## config.mk

```make
export PLATFORM = sky130hd
export DESIGN_NAME = mem_arbiter
export DESIGN_NICKNAME = d
export VERILOG_FILES = /design/src/rtl/mem_arbiter_pkg.sv /design/src/rtl/mem_arb_prio.sv /design/src/rtl/mem_arbiter.sv
export SDC_FILE = /design/constraint.sdc
export NUM_CORES = 1
export LEC_CHECK = 0
export BUFFER_PORTS_ARGS = -buffer_cell sky130_fd_sc_hd__buf_2
export CAP_MARGIN = 0
export CORE_MARGIN = 2
export CORE_UTILIZATION = 50
export CTS_BUF_LIST = sky130_fd_sc_hd__clkbuf_2
export CTS_CLUSTER_SIZE = 8
export DETAILED_ROUTE_END_ITERATION = 10
export GPL_ROUTABILITY_DRIVEN = 0
export PLACE_DENSITY_LB_ADDON = 0.05
export RECOVER_POWER = 50
export SYNTH_ARGS = -nofsm -noshare
export SYNTH_HDL_FRONTEND = slang
export SYNTH_SLANG_ARGS = --single-unit
```

## constraint.sdc

```tcl
create_clock -name clk -period 3.16 [get_ports clk]
set_input_delay 0.316 -clock clk [delete_from_list [all_inputs] [get_ports clk]]
set_output_delay 0.316 -clock clk [all_outputs]
set_load 0.01 [all_outputs]
```

## src/rtl/mem_arbiter_pkg.sv

```systemverilog
// Shared encodings for the unified-memory arbiter: FSM states, transaction
// owner and the default data-burst limit.
package mem_arbiter_pkg;

    typedef enum logic [1:0] {
        ST_IDLE = 2'd0,
        ST_REQ  = 2'd1,
        ST_WAIT = 2'd2
    } arb_state_t;

    typedef enum logic {
        OWN_IF = 1'b0,
        OWN_D  = 1'b1
    } owner_t;

    localparam int MAX_D_BURST_DEF = 4;

endpackage

```

## src/rtl/mem_arb_prio.sv

```systemverilog
// Grant selection between fetch and data, with a saturating count of data
// grants taken while a fetch waits so that fetch cannot starve.
module mem_arb_prio
    import mem_arbiter_pkg::*;
#(
    parameter int MAX_D_BURST = MAX_D_BURST_DEF
) (
    input  logic clk,
    input  logic rst_n,
    input  logic if_req,
    input  logic d_req,
    input  logic grant_en,
    output logic grant_if,
    output logic grant_d
);

    localparam int CNT_W = $clog2(MAX_D_BURST + 1);
    localparam logic [CNT_W-1:0] CNT_MAX = CNT_W'(MAX_D_BURST);

    logic [CNT_W-1:0] burst_cnt;
    logic             fetch_forced;

    assign fetch_forced = if_req & (burst_cnt == CNT_MAX);
    assign grant_d      = grant_en & d_req & ~fetch_forced;
    assign grant_if     = grant_en & if_req & ~grant_d;

    // An idle cycle with no fetch waiting forgets any earlier data burst.
    always_ff @(posedge clk or negedge rst_n) begin
        if (!rst_n) begin
            burst_cnt <= '0;
        end else if (grant_if || (grant_en && !if_req)) begin
            burst_cnt <= '0;
        end else if (grant_d && if_req && (burst_cnt != CNT_MAX)) begin
            burst_cnt <= burst_cnt + 1'b1;
        end
    end

endmodule

```

## src/rtl/mem_arbiter.sv

```systemverilog
// Single-outstanding arbiter sharing one unified memory between instruction
// fetch and load/store, with branch-flush kill of an in-flight fetch.
//   state   | meaning
//   IDLE    | no transaction; grant a pending request and latch its payload
//   REQ     | mem_req high, waiting for mem_ready
//   WAIT    | accepted, waiting for mem_rvalid to deliver (or drop if killed)
module mem_arbiter
    import mem_arbiter_pkg::*;
#(
    parameter int ADDR_W      = 32,
    parameter int DATA_W      = 32,
    parameter int MAX_D_BURST = MAX_D_BURST_DEF
) (
    input  logic                clk,
    input  logic                rst_n,
    input  logic                if_req,
    input  logic [ADDR_W-1:0]   if_addr,
    input  logic                if_flush,
    output logic [DATA_W-1:0]   if_rdata,
    output logic                if_valid,
    output logic                if_stall,
    input  logic                d_req,
    input  logic                d_we,
    input  logic [DATA_W/8-1:0] d_be,
    input  logic [ADDR_W-1:0]   d_addr,
    input  logic [DATA_W-1:0]   d_wdata,
    output logic [DATA_W-1:0]   d_rdata,
    output logic                d_valid,
    output logic                d_stall,
    output logic                mem_req,
    output logic                mem_we,
    output logic [DATA_W/8-1:0] mem_be,
    output logic [ADDR_W-1:0]   mem_addr,
    output logic [DATA_W-1:0]   mem_wdata,
    input  logic                mem_ready,
    input  logic                mem_rvalid,
    input  logic [DATA_W-1:0]   mem_rdata
);

    arb_state_t        state, state_nxt;
    owner_t            owner, owner_nxt;
    logic              kill, kill_nxt;
    logic              grant_en, grant_if, grant_d;
    logic              resp, flush_if;
    logic              deliver_if, deliver_d;
    logic [DATA_W-1:0] if_rdata_q, d_rdata_q;

    mem_arb_prio #(
        .MAX_D_BURST(MAX_D_BURST)
    ) u_prio (
        .clk      (clk),
        .rst_n    (rst_n),
        .if_req   (if_req),
        .d_req    (d_req),
        .grant_en (grant_en),
        .grant_if (grant_if),
        .grant_d  (grant_d)
    );

    assign grant_en = (state == ST_IDLE);
    assign resp     = (state == ST_WAIT) & mem_rvalid;
    assign flush_if = if_flush & (owner == OWN_IF);

    // A flush arriving with the response suppresses it in the same cycle.
    assign deliver_if = resp & (owner == OWN_IF) & ~kill & ~if_flush;
    assign deliver_d  = resp & (owner == OWN_D);

    assign if_valid = deliver_if;
    assign d_valid  = deliver_d;
    assign if_rdata = deliver_if ? mem_rdata : if_rdata_q;
    assign d_rdata  = deliver_d  ? mem_rdata : d_rdata_q;
    assign if_stall = if_req & ~if_valid;
    assign d_stall  = d_req & ~d_valid;
    assign mem_req  = (state == ST_REQ);

    always_comb begin
        state_nxt = state;
        owner_nxt = owner;
        kill_nxt  = kill;
        case (state)
            ST_IDLE: begin
                kill_nxt = 1'b0;
                if (grant_d) begin
                    state_nxt = ST_REQ;
                    owner_nxt = OWN_D;
                end else if (grant_if) begin
                    state_nxt = ST_REQ;
                    owner_nxt = OWN_IF;
                end
            end
            ST_REQ: begin
                if (mem_ready) begin
                    state_nxt = ST_WAIT;
                    kill_nxt  = flush_if;
                end else if (flush_if) begin
                    state_nxt = ST_IDLE;
                end
            end
            ST_WAIT: begin
                if (mem_rvalid) begin
                    state_nxt = ST_IDLE;
                    kill_nxt  = 1'b0;
                end else if (flush_if) begin
                    kill_nxt = 1'b1;
                end
            end
            default: begin
                state_nxt = ST_IDLE;
                kill_nxt  = 1'b0;
            end
        endcase
    end

    always_ff @(posedge clk or negedge rst_n) begin
        if (!rst_n) begin
            state <= ST_IDLE;
            owner <= OWN_IF;
            kill  <= 1'b0;
        end else begin
            state <= state_nxt;
            owner <= owner_nxt;
            kill  <= kill_nxt;
        end
    end

    always_ff @(posedge clk or negedge rst_n) begin
        if (!rst_n) begin
            mem_we    <= 1'b0;
            mem_be    <= '0;
            mem_addr  <= '0;
            mem_wdata <= '0;
        end else if (grant_d) begin
            mem_we    <= d_we;
            mem_be    <= d_be;
            mem_addr  <= d_addr;
            mem_wdata <= d_wdata;
        end else if (grant_if) begin
            mem_we    <= 1'b0;
            mem_be    <= '1;
            mem_addr  <= if_addr;
            mem_wdata <= '0;
        end
    end

    always_ff @(posedge clk or negedge rst_n) begin
        if (!rst_n) begin
            if_rdata_q <= '0;
            d_rdata_q  <= '0;
        end else begin
            if (deliver_if) if_rdata_q <= mem_rdata;
            if (deliver_d)  d_rdata_q  <= mem_rdata;
        end
    end

endmodule

```

==> results.ini <==
[route]
vias = 4962
viasPerCell = 4.85
dr.pass1.iters = 6
ant_nets = 0
routed_wl_um = 16100
route.met3.wl_um = 1100
route.detailed.drc = 0
route.met2.wl_um = 8260
wl_per_cell_um = 15.7
top_layer = met5
wl_met1_um = 6280
drtIter0Drc = 260

[yosys]
synth.distinct_cells = 30
yosysMostFrequentCell = dfrtp_1
ys_ff_latch = 140
synth_area_um2 = 6050
synth_area_leaders = dfrtp_1 58%, mux2_2 18%, mux2_1 6.5%, mux2i_1 5.5%, inv_1 2.5%
postSynthCellCount = 442
synth_ff_type = dfrtp_1
yosysSeqAreaShare_pct = 57.9
yosysTopAreaCellShare_pct = 57.9
yosys-top-cells-count = 140 x dfrtp_1, 99 x mux2_2, 40 x inv_1, 40 x nand2_1, 35 x mux2_1
yosys.area.top_type = dfrtp_1
synth_edf_count = 0
syn_nets = 588
avgSynthCellArea_um2 = 13.7
yosys_warnings = 0
async_flop_share_pct = 100

[clock_tree]
path_clk_slew_ns = 0.20
insertion_delay_ns = 0.72
cts_max_path_buffers = 2
cts_buffers = 17
htreeDepth = 4
post_cts_buffers = 0
clock-sinks = 140
cts_root_buf = clkbuf_2
cts_tree = done

[timing]
hold_ws_ns = 0.0854
maxSlewViolCount = 69
finalCriticalPeriod_ns = 2.95
tns_ns = 0
report.final.hold_viol_count = 0
clock-skew-final_ns = 0.0281
setup_viol = 0
fmax_mhz = 339
timing.final.crit_share_pct = 93.3
rsz0062_at_grt = no
slew-limit-headroom_pct = -12.4
tightest_slew_ns = 1.69

[floorplan]
placementRows = 40
die_width_um = 114
die_h_um = 114
core-area_um2 = 11900
pin_count = 278
start_util_pct = 50.8
die_area_um2 = 13000

[worst_setup_path]
reg2regPathDepth = 6
worstSetupPathType = reg2out
worstSetupStartpoint = state[0]
cp.required_ns = 2.84
crit_path_start_kind = register
r2r_start = state[1]
path_max_fanout = 34
arrival_ns = 2.63
end_kind = output port

[grt]
first_global_vias = 5257
antenna_found_initial = 1
gr-total-overflow = 0
grt_max_degree = 74
grt_util_all_layers_pct = 24.8
grt_pass1_wl_um = 25000

[job]
cap_viol_max_count = 1

[status]
violations = capacitance limit, slew limit
outcome = finished with violations

[place]
dpl_cell_area_um2 = 7600
io_buffer_count = 277
hpwl_um = 10400

[final_layout]
final_cell_area_um2 = 9150
final_core_util_pct = 76.8
areaGrowthSynthToFinish_pct = 51.2
nNetsFinal = 1009
diodes = 0
drive_gt1_share_pct = 40.1

[pwr]
p_per_area_nw_per_um2 = 842
leakage_uw = 0.00454
total_power_uw = 7710
peakVddDrop_v = 0.000493

[worst_hold_path]
holdPathStages = 4
worstHoldPathType = in2reg
hp-start = if_flush

-- per-stage QoR --
| step | std cells | worst slack (ns) |
|---|---|---|
| after floorplan | 442 | 1.22 |
| after global placement | 852 | 0.878 |
| after detailed placement | 852 | 0.767 |
| after CTS | 1023 | 0.0553 |
| after global routing | 1023 | 0.0458 |
| final | 1023 | 0.211 |
-- state kept, by name, summed over array words and instances (netlist names) --
| signal | flops |
|---|---|
| d_rdata_q | 32 |
| owner | 1 |
| kill | 1 |
| mem_addr | 32 |
| mem_we | 1 |
| u_prio.burst_cnt | 3 |
| if_rdata_q | 32 |
| mem_wdata | 32 |
| mem_be | 4 |
| state | 2 |
-- logic make-up (layout without fill, tap and decap cells) --
kind of cell	after synthesis	count (layout)	share of synthesized area (%)
simple gates	57	57	4.38
flops	140	140	57.9
mux	167	167	30.4
compound gates	12	12	1.59
fa+ha+maj	6	6	1.24
buf+inv	60	494	4.51
-- report_power, final --
group	leakage, uW	internal (uW)	switching [uW]	total [uW]
combinational	0.00267	1910	1760	3670
sequential	0.00173	2590	345	2940
clock	0.000136	436	662	1100
-- final cells by class --
class | count | area (um2)
clock buffer | 17 | 85.1
clock inverter | 15 | 175
fill | 809 | 2760
inverter | 40 | 150
multi-input combinational | 242 | 2280
sequential | 140 | 3500
tap | 147 | 184
timing repair buffer | 422 | 2770
-- path summary, 6_finish.rpt --
kind	endpoint	slack, ns
setup / recovery	if_rdata[23]	0.21
max in group asynchronous	mem_wdata[30]	0.70
hold reg to reg	if_rdata_q[5]	0.51
min in group asynchronous	d_rdata_q[11]	0.57
hold / removal	kill	0.09
setup reg to reg	mem_addr[2]	0.30
-- worst max-delay path, stage by stage, from the launching register on --
cell	delay, ns
dfrtp_1	0.44
inv_1	0.11
ha_1	0.21
nand2_1	0.10
nor4_4	0.15
buf_6	0.34
mux2_2	0.40
buf_2	0.15
-- layout by cell type (no fill, tap or decap), types with 2 or more instances in the layout --
cell type	Yosys	routed
buf_2	11	211
dfrtp_1	140	140
dlygate4sd3_1	0	139
mux2_2	99	99
clkbuf_1	2	65
inv_1	40	40
nand2_1	40	40
mux2_1	35	35
mux2i_1	33	33
clkbuf_2	0	18
nand2b_1	6	6
ha_1	6	6
clkinvlp_4	0	6
nor2b_1	3	3
clkinv_4	0	3
bufinv_16	0	3
nand3_1	2	2
a31oi_1	2	2
nor2_1	2	2
a21o_1	2	2
clkinv_2	0	2
buf_12	0	2
buf_4	3	2
-- metal layers --
metal  global-route usage, %  vias to the layer above
li1                        -                     2337
met1                    27.4                     2387
met5                       0                        -
met3                    7.55                       40
met4                    11.1                        2
met2                    44.1                      196
-- repair_timing --
action,4_1_cts,5_1_grt
hold buffers,139,0
gates resized for setup,0,1
endpoints found under the setup margin,0,32
endpoints found under the hold margin,205,0
Note: power is estimated with default switching activity, not from simulation.
